## src/rtl/fetch_sequencer.sv

```systemverilog
// PC / IR sequencer for the nic8 datapath: alternates FETCH and EXEC phases,
// latches opcodes into the IR and steers the PC from the decoder's feedback.
module fetch_sequencer #(
    parameter logic [7:0] RESET_PC = 8'h00
) (
    input  logic        clk,
    input  logic        reset,
    input  logic [7:0]  bus,
    input  logic        immediate,
    input  logic        doJump,
    input  logic [7:0]  index_addr,
    input  logic        hold,
    input  logic        step,
    output logic [7:0]  ir,
    output logic [7:0]  pc,
    output logic [7:0]  mem_addr,
    output logic        phase,
    output logic        ir_valid,
    output logic        retire,
    output logic [15:0] instr_count
);

    typedef enum logic {
        ST_FETCH = 1'b0,
        ST_EXEC  = 1'b1
    } state_t;

    state_t      r_state;
    logic [7:0]  r_pc;
    logic [7:0]  r_ir;
    logic        r_ir_valid;
    logic [15:0] r_instr_count;

    logic        w_advance;
    logic        w_in_exec;

    // Reset dominates, so a reset cycle never counts as an advance or a retire.
    assign w_advance = !reset && (!hold || step);
    assign w_in_exec = (r_state == ST_EXEC);

    // NOTE: sequential state uses non-blocking assignments so every register
    // samples the pre-edge values of its neighbours.
    always_ff @(posedge clk) begin
        if (reset) begin
            r_state       <= ST_FETCH;
            r_pc          <= RESET_PC;
            r_ir          <= 8'h00;
            r_ir_valid    <= 1'b0;
            r_instr_count <= 16'h0000;
        end else if (w_advance) begin
            case (r_state)
                ST_FETCH: begin
                    r_ir       <= bus;
                    r_pc       <= r_pc + 8'd1;
                    r_ir_valid <= 1'b1;
                    r_state    <= ST_EXEC;
                end
                ST_EXEC: begin
                    if (doJump)
                        r_pc <= bus;
                    else if (immediate)
                        r_pc <= r_pc + 8'd1;
                    r_instr_count <= r_instr_count + 16'd1;
                    r_state       <= ST_FETCH;
                end
                default: r_state <= ST_FETCH;
            endcase
        end
    end

    // Operand address follows the decoder's immediate flag only during EXEC.
    assign mem_addr    = (w_in_exec && !immediate) ? index_addr : r_pc;
    assign retire      = w_in_exec && w_advance;
    assign ir          = r_ir;
    assign pc          = r_pc;
    assign phase       = w_in_exec;
    assign ir_valid    = r_ir_valid;
    assign instr_count = r_instr_count;

endmodule

```

## config.mk

```make
export PLATFORM = sky130hd
export DESIGN_NAME = fetch_sequencer
export DESIGN_NICKNAME = d
export VERILOG_FILES = /design/src/rtl/fetch_sequencer.sv
export SDC_FILE = /design/constraint.sdc
export NUM_CORES = 1
export LEC_CHECK = 0
export BUFFER_PORTS_ARGS = -buffer_cell sky130_fd_sc_hd__buf_2
export CAP_MARGIN = 15
export CORE_UTILIZATION = 25
export CTS_CLUSTER_DIAMETER = 100
export DETAILED_ROUTE_END_ITERATION = 8
export PLACE_DENSITY_LB_ADDON = 0.08
export SYNTH_ARGS = -nofsm -noshare
export SYNTH_HDL_FRONTEND = slang
export SYNTH_SLANG_ARGS = --single-unit
```

## constraint.sdc

```tcl
create_clock -name clk -period 2.75 [get_ports clk]
set_clock_uncertainty 0.1 [all_clocks]
set_input_delay 0.1375 -clock clk [delete_from_list [all_inputs] [get_ports clk]]
set_output_delay 0.1375 -clock clk [all_outputs]
set_load 0.05 [all_outputs]
```

After elaboration in Yosys (flattened, before gate mapping)
Index checks and enable logic that the tools add are counted.
{"block": "classes", "div": 0, "mul": 0, "n_eq_ne": 1, "magnitude_cmp": 0, "bitwise_logic": 1, "mux": 5, "n_addsub": 2, "n_reduce_logical": 10, "shifts": 0}
{"operator": "8-bit two-way mux", "n": 3}
{"operator": "16-bit by 1-bit adder with 16-bit output, second input constant", "n": 1}
{"operator": "8-bit one-hot mux with 2 select lines", "n": 1}
{"operator": "8-bit by 1-bit adder with 8-bit output, second input constant", "n": 1}
{"operator": "2-bit AND reduction", "n": 3}
{"operator": "1-bit logical AND", "n": 3}
{"operator": "1-bit zero test", "n": 3}
{"operator": "3-bit != test, second input constant", "n": 1}
{"operator": "1-bit one-hot mux with 2 select lines", "n": 1}
{"operator": "1-bit logical OR", "n": 1}
{"operator": "1-bit inverter", "n": 1}
{"block": "word_totals", "mem_bits_rw": 0, "latch_bits": 0, "output_inout_bits": 43, "ff_bits": 34, "mem_bits_ro": 0, "mem_count": 0}

Longest topological paths before layout
Gate-level depths: netlist of the first run.
{"block": "depth", "depth_word": 4, "mapped_depth": 6, "depth_no_buf": 5}

Worst setup path before layout of the first run
OpenSTA, ideal clock, no wires.
{"block": "synth_timing", "path_kind": "register to register", "from": "register r_state (netlist: phase)", "to": "register r_instr_count[14] (netlist: instr_count[14])", "slack_ps": 361, "stages_incl_launch_ff": 7, "period_less_slack_ps": 2389, "n_path_buf": 2, "required_ps": 2580, "arrival_time_ps": 2219, "cell_sequence": "dfxtp_1 -> buf_2 -> nand2b_4 -> or4_4 -> buf_6 -> or4_1 -> a21oi_1"}
{"block": "synth_between", "elab_chain_cells": 1}
{"item": "start: declaration", "line": "28", "text": "state_t r_state;"}
{"item": "start signal: assignment", "line": "45", "text": "r_state <= ST_FETCH;"}
{"item": "start signal: assignment", "line": "56", "text": "r_state <= ST_EXEC;"}
{"item": "start signal: assignment", "line": "64", "text": "r_state <= ST_FETCH;"}
{"item": "2-bit AND reduction (no line)"}
{"item": "end signal: assignment", "line": "63", "text": "r_instr_count <= r_instr_count + 16'd1;"}
{"item": "end: declaration", "line": "32", "text": "logic [15:0] r_instr_count;"}
No other way between the ends.
A chain may end at the register's enable or synchronous reset.

Worst setup path in the final report of the first run
{"block": "layout_timing", "from": "register r_state (netlist: phase)", "to": "output port mem_addr[7]"}
{"block": "layout_between", "elab_chain_cells": 2}
{"item": "1-bit logical AND", "line": "72", "text": "assign mem_addr = (w_in_exec && !immediate) ? index_addr : r_pc;"}
{"item": "8-bit two-way mux", "line": "72"}
{"item": "end: declaration", "line": "16", "text": "output logic [7:0] mem_addr,"}
No other way between the ends.

==> flow_metrics.tcl, run 1 <==
set metrics [dict create \
    syn_inst 205 \
    critPathMaxFanout 18 \
    finalSetupViolCount 0 \
    max_cap_violations 0 \
    grt_max_degree 25 \
    via_count 1748 \
    synth_compound_area_share_pct 18.5 \
    synth_xor_area_share_pct 3.62 \
    max_slew_margin_pct 67.8 \
    violations "DRC" \
    finalCriticalPeriod_ps 2350 \
    synth-adder-area-share_pct 1.48 \
    detail_route.wl_per_cell_um 13.9 \
    cts.sinks 34 \
    synth.mux.area_fraction_pct 5.32 \
    core_um2 6460 \
    synth-seq-cells 34 \
    synth.avg_cell_area_um2 8.26 \
    clk_pin_slew_ps 70 \
    vias_per_cell 4.94 \
    rsz0062_at_grt "no" \
    io_pins 65 \
    ant_nets 0 \
    wl_um 4920 \
    worstMarginPinSlew_ps 482 \
    critPathArrivalTime_ps 2110 \
    start_kind "flip-flop" \
    hold_class "in -> reg" \
    die_w_um 84.3 \
    tns_ps 0 \
    antenna_found_initial 0 \
    drv_slew 0 \
    area_growth_pct 34.3 \
    synthSimpleGateAreaFrac_pct 25.8 \
    gp_congestion 0.777 \
    vdd_drop_max_mv 0.154 \
    synth_area_um2 1690 \
    drt_pass1_iterations 7 \
    synth_nets 229 \
    finalCritPeriodShare_pct 85.5 \
    timing.fmax_ghz 0.425 \
    mostFrequentLayoutCell "buf_2" \
    yosys_warnings 0 \
    die-area_um2 7100 \
    drtIter0Drc 46 \
    p_leak_nw 0.990 \
    first_global_vias 1701 \
    synth_edf_count 0 \
    final_cell_mix "buf_2 (64), nand2_1 (36), dfxtp_1 (34), a21oi_1 (12), nor2_1 (11)" \
    worstSetupPathType "reg -> out" \
    status "complete, but fails checks" \
    numCtsBuffers 5 \
    h-tree-depth 2 \
    grt_pass1_wl_um 8150 \
    grt-ovfl-total 0 \
    grt_util_all_layers_pct 14.3 \
    end_kind "primary output" \
    ctsLongestPathBuffers 2 \
    dpl.cell_count 338 \
    clock-root-buffer "clkbuf_8" \
    dpl.hpwl_um 3530 \
    clk_latency_ps 290 \
    portBuffers 64 \
    stdcell_count 354 \
    antennaDiodeCount 0 \
    power_density_nw_per_um2 561 \
    synth_cell_type_count 35 \
    cts_tree "done" \
    final_nets 300 \
    dieHeight_um 84.3 \
    async_flop_share_pct 0 \
    cp.required_ps 2510 \
    drc 8 \
    hold_viol 0 \
    initial_utilization_pct 26.2 \
    ys_seq_area_share_pct 40.2 \
    rows 29 \
    synth_flop_cell "dfxtp_1" \
    cts_setup_buffers 0 \
    drive_gt1_share_pct 31.8 \
    synth_top_family_by_area "simple AND/OR/NAND/NOR gates" \
]
-- where the power goes --
| group | leakage [nW] | switching [mW] | total, mW | internal [mW] |
|---|---|---|---|---|
| combinational | 0.655 | 0.209 | 0.295 | 0.0859 |
| sequential | 0.277 | 0.0206 | 0.536 | 0.515 |
| clock | 0.0575 | 0.191 | 0.444 | 0.253 |
| total | 0.990 | 0.420 | 1.27 | 0.854 |
-- per-stage QoR --
step	utilization [%]	total power, mW	worst slack [ps]	instance area, um^2	hold slack, ps
5_1_grt	35.2	1.34	304	2270	216
3_3_place_gp	32.3	0.836	764	2080	250
2_1_floorplan	-	0.754	361	1690	136
6_report	35.2	1.27	400	2270	193
3_5_place_dp	32.3	0.836	727	2080	252
4_1_cts	35.2	1.29	390	2270	189
-- layout make-up --
type	count	area [um^2]
Fill cell	715	4190
Multi-Input combinational cell	153	926
Sequential cell	34	681
Timing Repair Buffer	78	445
Clock buffer	8	110
Tap cell	77	96.3
Inverter	4	15.0
-- metal layers --
metal  share of wire, %  global-route usage, %  up-vias
met5                  0                      0        -
met4                1.0                   4.23        0
met3                5.7                   3.44        6
met2                 46                   23.9       52
met1                 47                   18.2      809
li1                   -                      -      881
-- registers in the layout, indices dropped and copies added (netlist names) --
register / count
instr_count: 16
ir: 8
pc: 8
ir_valid: 1
phase: 1
-- synth_stat cells, types with 2 or more instances --
library cell / count / area, um^2
mux2_2: 8 / 90.1
nor3_1: 3 / 15.0
and2_1: 2 / 12.5
nand2_1: 36 / 135
nor2b_1: 2 / 12.5
and3_1: 2 / 12.5
nor3b_1: 3 / 22.5
ha_1: 2 / 25.0
nand3_1: 9 / 45.0
a21oi_1: 12 / 60.1
o41ai_1: 3 / 26.3
inv_1: 4 / 15.0
buf_2: 3 / 15.0
buf_6: 2 / 22.5
o31ai_1: 6 / 45.0
xnor2_1: 6 / 52.6
clkbuf_1: 6 / 22.5
nor2_1: 11 / 41.3
buf_1: 3 / 11.3
dfxtp_1: 34 / 681
o21ai_1: 5 / 25.0
a32o_1: 3 / 30.0
o21ai_0: 10 / 50.1
o211ai_1: 8 / 60.1
or3_1: 6 / 37.5
nand4_1: 3 / 18.8
or4_1: 5 / 37.5
-- path summary, 6_finish.rpt --
kind / slack (ps) / endpoint / depth (start not counted) / start
worst min register to register: 370 / ir[6] / 2 / ir[6]
worst max-delay path: 400 / mem_addr[7] / 5 / phase
worst min-delay path: 190 / pc[4] / 5 / doJump
worst max register to register: 780 / instr_count[15] / 4 / instr_count[3]
-- timing repair --
| action | in CTS | in global routing |
|---|---|---|
| resized for setup | 0 | 0 |
| hold endpoints to repair | 8 | 0 |
| hold buffers | 8 | 0 |
-- cell families after synthesis --
kind of cell,count (synthesis)
AO/OA/AOI/OAI,49
XOR/XNOR,7
adder cells (fa/ha/maj),2
buffers and inverters,18
flip-flops,34
multiplexers,8
AND/OR/NAND/NOR,87
-- worst max-delay path: stages (launching register included) --
cell,delay [ps]
dfxtp_1,370
buf_4,250
nor2b_1,440
buf_4,230
mux2_2,330
buf_2,210
Power figures use the tool's default switching activity.
==> run 2: changes to the inputs <==
--- a/config.mk
+++ b/config.mk
@@ -10,7 +10,6 @@
 export CORE_UTILIZATION = 25
 export CTS_CLUSTER_DIAMETER = 100
 export DETAILED_ROUTE_END_ITERATION = 8
-export PLACE_DENSITY_LB_ADDON = 0.08
 export SYNTH_ARGS = -nofsm -noshare
 export SYNTH_HDL_FRONTEND = slang
 export SYNTH_SLANG_ARGS = --single-unit
==> flow_metrics.tcl, run 2 (synthesis gave the netlist of run 1 again) <==
set metrics [dict create \
    finalCriticalPeriod_ps 2010 \
    hold_class "in -> reg" \
    final.setup.worst_slack_ps 742 \
    antennaDiodeCount 0 \
    cts.sinks 34 \
    design_area_um2 2260 \
    max_slew_margin_pct 69.7 \
    die_w_um 84.3 \
    tns_ps 0 \
    cts_resized 0 \
    die-area_um2 7100 \
    fill_cells 699 \
    end_kind "primary output" \
    vias_per_cell 4.91 \
    numCtsBuffers 5 \
    cts_hold_buf 8 \
    io_pins 65 \
    top_layer "met4" \
    final_nets 299 \
    cp_top_family "buffers and inverters" \
    rows 29 \
    met3_length_um 262 \
    mostFrequentLayoutCell "buf_2" \
    path_buf_inv 3 \
    first_global_vias 1562 \
    routed-wl-met2_um 1960 \
    timing.fmax_ghz 0.498 \
    vdd_drop_max_mv 0.301 \
    detail_route.wl_per_cell_um 12.6 \
    rsz0062_at_grt "no" \
    ant_nets 0 \
    violations "DRC" \
    hold_viol 0 \
    finalSetupViolCount 0 \
    clk_pin_slew_ps 70 \
    dieHeight_um 84.3 \
    initial_utilization_pct 26.2 \
    ctsLongestPathBuffers 2 \
    max_cap_violations 0 \
    area_growth_pct 33.6 \
    drv_slew 0 \
    dpl.cell_count 337 \
    h-tree-depth 2 \
    final_cell_mix "buf_2 (64), nand2_1 (36), dfxtp_1 (34), a21oi_1 (12), nor2_1 (11)" \
    cts_tree "done" \
    cts_setup_buffers 0 \
    multi_input_area_um2 926 \
    grt_pass1_wl_um 7410 \
    crit_chain "buf_4, nor2b_1, buf_4, mux2_2, buf_2" \
    wl_um 4450 \
    grt-ovfl-total 0 \
    grt_max_degree 26 \
    drc 8 \
    finalCritPeriodShare_pct 73.0 \
    dpl.hpwl_um 3190 \
    start_kind "flip-flop" \
    status "complete, but fails checks" \
    worstSetupPathType "reg -> out" \
    place_ws_ps 624 \
    drt_pass1_iterations 6 \
    largest_reg_flops 16 \
    worstMarginPinSlew_ps 455 \
    wl_met1_um 2150 \
    cp.required_ps 2510 \
    grt_util_all_layers_pct 12.9 \
    portBuffers 64 \
    power_density_nw_per_um2 560 \
    p_leak_nw 0.980 \
    drive_gt1_share_pct 30.8 \
    clock-root-buffer "clkbuf_8" \
    cp_slowest_cell "dfxtp_1" \
    regArea_um2 681 \
    clk_latency_ps 280 \
    core_um2 6460 \
    postPlaceCellArea_um2 2080 \
    antenna_found_initial 0 \
    slowest_delay_ps 370 \
    crit_top_cell "buf_4" \
    critPathMaxFanout 18 \
    gp_congestion 0.756 \
    via_count 1733 \
    critPathArrivalTime_ps 1770 \
    stdcell_count 353 \
    drtIter0Drc 101 \
]
## run 2: changes by cell type in the layout (fill, tap and decap cells not counted), sizes merged
cell    before  now
buf         70   69
bufinv       0    1
clkbuf       8    7
## run 2: worst paths after layout
path | start | endpoint | slack, ps | depth (start not counted)
min | reset | instr_count[2] | 170 | 2
min reg2reg | ir_valid | ir_valid | 360 | 1
max reg2reg | instr_count[3] | instr_count[15] | 760 | 4
max | phase | mem_addr[3] | 740 | 5
## run 2: cell type report
class | instances | share of cell area, %
Clock inverter | 1 | 1.33
Inverter | 4 | 0.664
Timing Repair Buffer | 77 | 19.4
Tap cell | 77 | 4.26
Clock buffer | 7 | 3.37
Multi-Input combinational cell | 153 | 40.9
Sequential cell | 34 | 30.1
## run 2: routing by layer
layer,vias up,global-route usage [%]
li1,878,-
met5,-,0
met4,0,5.02
met1,795,18.2
met3,9,2.56
met2,51,19.4
## run 2: through the flow
step	hold WS [ps]	power [mW]	util (%)
6_report	173	1.27	35.0
5_1_grt	196	1.32	35.0
4_1_cts	170	1.28	35.0
3_5_place_dp	249	0.829	32.1
3_3_place_gp	239	0.827	32.1
2_1_floorplan	136	0.754	-
## run 2: where the power goes
part	switching, mW	internal, mW
clock	0.170	0.271
combinational	0.204	0.0849
sequential	0.0214	0.515
total	0.395	0.871
## run 2: worst reg2reg max path, stage by stage, from the launching register on
cell     delay [ps]
dfxtp_1         400
nand3_1         110
or4_1           630
or4_1           520
a21oi_1         160
==> run 3: changes to the inputs <==
--- a/config.mk
+++ b/config.mk
@@ -5,6 +5,7 @@
 export SDC_FILE = /design/constraint.sdc
 export NUM_CORES = 1
 export LEC_CHECK = 0
+export ABC_AREA = 1
 export BUFFER_PORTS_ARGS = -buffer_cell sky130_fd_sc_hd__buf_2
 export CAP_MARGIN = 15
 export CORE_UTILIZATION = 25
==> constraint.sdc (replaced) <==
create_clock -name clk -period 2.05 [get_ports clk]
set_clock_uncertainty 0.1 [all_clocks]
set_input_delay 0.1025 -clock clk [delete_from_list [all_inputs] [get_ports clk]]
set_output_delay 0.1025 -clock clk [all_outputs]
set_load 0.05 [all_outputs]
==> flow_metrics.tcl, run 3 <==
set metrics [dict create \
    yosysMostFrequentCell "nand2_1" \
    grt_util_all_layers_pct 14.1 \
    ant_nets 0 \
    wl_um 4990 \
    portBuffers 64 \
    end_kind "primary output" \
    p_leak_nw 1.07 \
    synth_area_um2 1740 \
    die-area_um2 7290 \
    clk_latency_ps 280 \
    timing.rr.end "pc[5]" \
    drv_slew 0 \
    rsz0062_at_grt "no" \
    r2r_start "phase" \
    ctsLongestPathBuffers 2 \
    postPlaceCellArea_um2 2170 \
    start_kind "flip-flop" \
    synth_flop_cell "dfxtp_1" \
    detail_route.wl_per_cell_um 11.7 \
    io_pins 65 \
    status "finished, final reports clean" \
    drtIter0Drc 96 \
    core_um2 6760 \
    final.setup.worst_slack_ps 318 \
    antenna_found_initial 0 \
    antennaDiodeCount 0 \
    final_nets 371 \
    critPathArrivalTime_ps 1530 \
    design_area_um2 2340 \
    final_cell_mix "nand2_1 (89), buf_2 (64), dfxtp_1 (34), o21ai_0 (32)" \
    synth_nets 294 \
    hp-start "reset" \
    reg2regPathDepth 6 \
    max_cap_violations 0 \
    yosys_warnings 0 \
    dieHeight_um 85.4 \
    largest_reg_flops 16 \
    mostFrequentLayoutCell "nand2_1" \
    clock-root-buffer "clkbuf_8" \
    area_growth_pct 34.4 \
    gp_congestion 0.822 \
    async_flop_share_pct 0 \
    drt_pass1_iterations 4 \
    cts_tree "done" \
    yosysTopAreaCell "dfxtp_1" \
    clk_pin_slew_ps 70 \
    grt-ovfl-total 0 \
    whs_ps 62.8 \
    drive_gt1_share_pct 23.6 \
    synth_edf_count 0 \
    critPathMaxFanout 14 \
    first_global_vias 1724 \
    synth-seq-cells 34 \
    finalCritPeriodShare_pct 84.5 \
    via_count 1943 \
    power_density_nw_per_um2 681 \
    cts_resized 0 \
    h-tree-depth 2 \
    cts_hold_buf 8 \
    worstSetupPathType "reg -> out" \
    max_slew_margin_pct 67.6 \
    drc 0 \
    finalSetupViolCount 0 \
    rows 30 \
    totalPowerFinal_mw 1.59 \
    cp.required_ps 1850 \
    holdPathStages 4 \
    fin_util_pct 34.6 \
    finalCriticalPeriod_ps 1730 \
    timing.fmax_ghz 0.578 \
    initial_utilization_pct 25.7 \
    vdd_drop_max_mv 0.283 \
    place_ws_ps 475 \
    grt_max_degree 23 \
    syn_inst 270 \
    cts_setup_buffers 0 \
    worstMarginPinSlew_ps 485 \
    r2r_slack_ps 460 \
    dpl.hpwl_um 3740 \
    synth_top_area_share_pct 39.1 \
    stdcell_count 428 \
    hold_viol 0 \
    grt_pass1_wl_um 8140 \
    ys_top_cells_by_count "nand2_1 (89), dfxtp_1 (34), o21ai_0 (32)" \
    dpl.cell_count 412 \
    synth.area.top_cells "dfxtp_1 (39%), nand2_1 (19%), o21ai_0 (9.2%)" \
    synth_cell_type_count 27 \
    synth.avg_cell_area_um2 6.44 \
    min_to "phase" \
    cts.sinks 34 \
    vias_per_cell 4.54 \
    tns_ps 0 \
    numCtsBuffers 5 \
    ys_seq_area_share_pct 39.1 \
    die_w_um 85.4 \
    hold_class "in -> reg" \
]
## run 3: cell types whose count changed after synthesis, moves of 4 or more
cell,delta
inv_1,+23
mux2_2,-8
nand2_1,+53
nor2_1,+16
o211ai_1,-8
o21ai_0,+22
o21ai_1,-4
o31ai_1,-6
or3_1,-6
or4_1,-5
xnor2_1,-5
## run 3: power breakdown
group,total [mW],internal [mW],switching [mW],leakage (nW)
Sequential,0.715,0.691,0.0245,0.277
Combinational,0.368,0.0954,0.272,0.747
Clock,0.508,0.271,0.237,0.0482
Total,1.59,1.06,0.534,1.07
## run 3: final cells by class
cell class	count	area, um^2
clock buffers	7	86.3
clock inverters	1	5.00
fillers	765	4420
inverters	30	113
multi-input cells	200	922
flip-flops and latches	34	681
well taps	80	100
repair buffers	76	430
## run 3: worst max-delay path, cell delays in order, from the launching register on
cell and delay, ps:
dfxtp_1 350, nand2_1 140, inv_1 310, nand2_1 80
o21ai_0 80, buf_2 280
## run 3: layer usage
layer  share of wire, %  global-route usage, %  vias to the layer above
met4               0.58                   2.73                        0
li1                   -                      -                     1019
met5                  0                      0                        -
met2                 46                   23.5                       60
met3                6.4                   3.60                        4
met1                 47                   18.5                      860
## run 3: worst max-delay path by stage
| stage | from | end | slack (ps) | cells past startpoint |
|---|---|---|---|---|
| after floorplan | phase | mem_addr[0] | -290 | 4 |
| after global placement | phase | pc[5] | 520 | 6 |
| after detailed placement | phase | pc[5] | 470 | 6 |
| after CTS | phase | mem_addr[5] | 280 | 5 |
| after global routing | phase | mem_addr[5] | 100 | 5 |
| final | phase | mem_addr[5] | 320 | 5 |
## run 3: kinds of logic after synthesis
kind of cell / share of synthesized area, %
flops: 39.1
xor+xnor: 0.504
compound gates: 15.8
simple gates: 35.3
buf+inv: 7.84
fa+ha+maj: 1.44
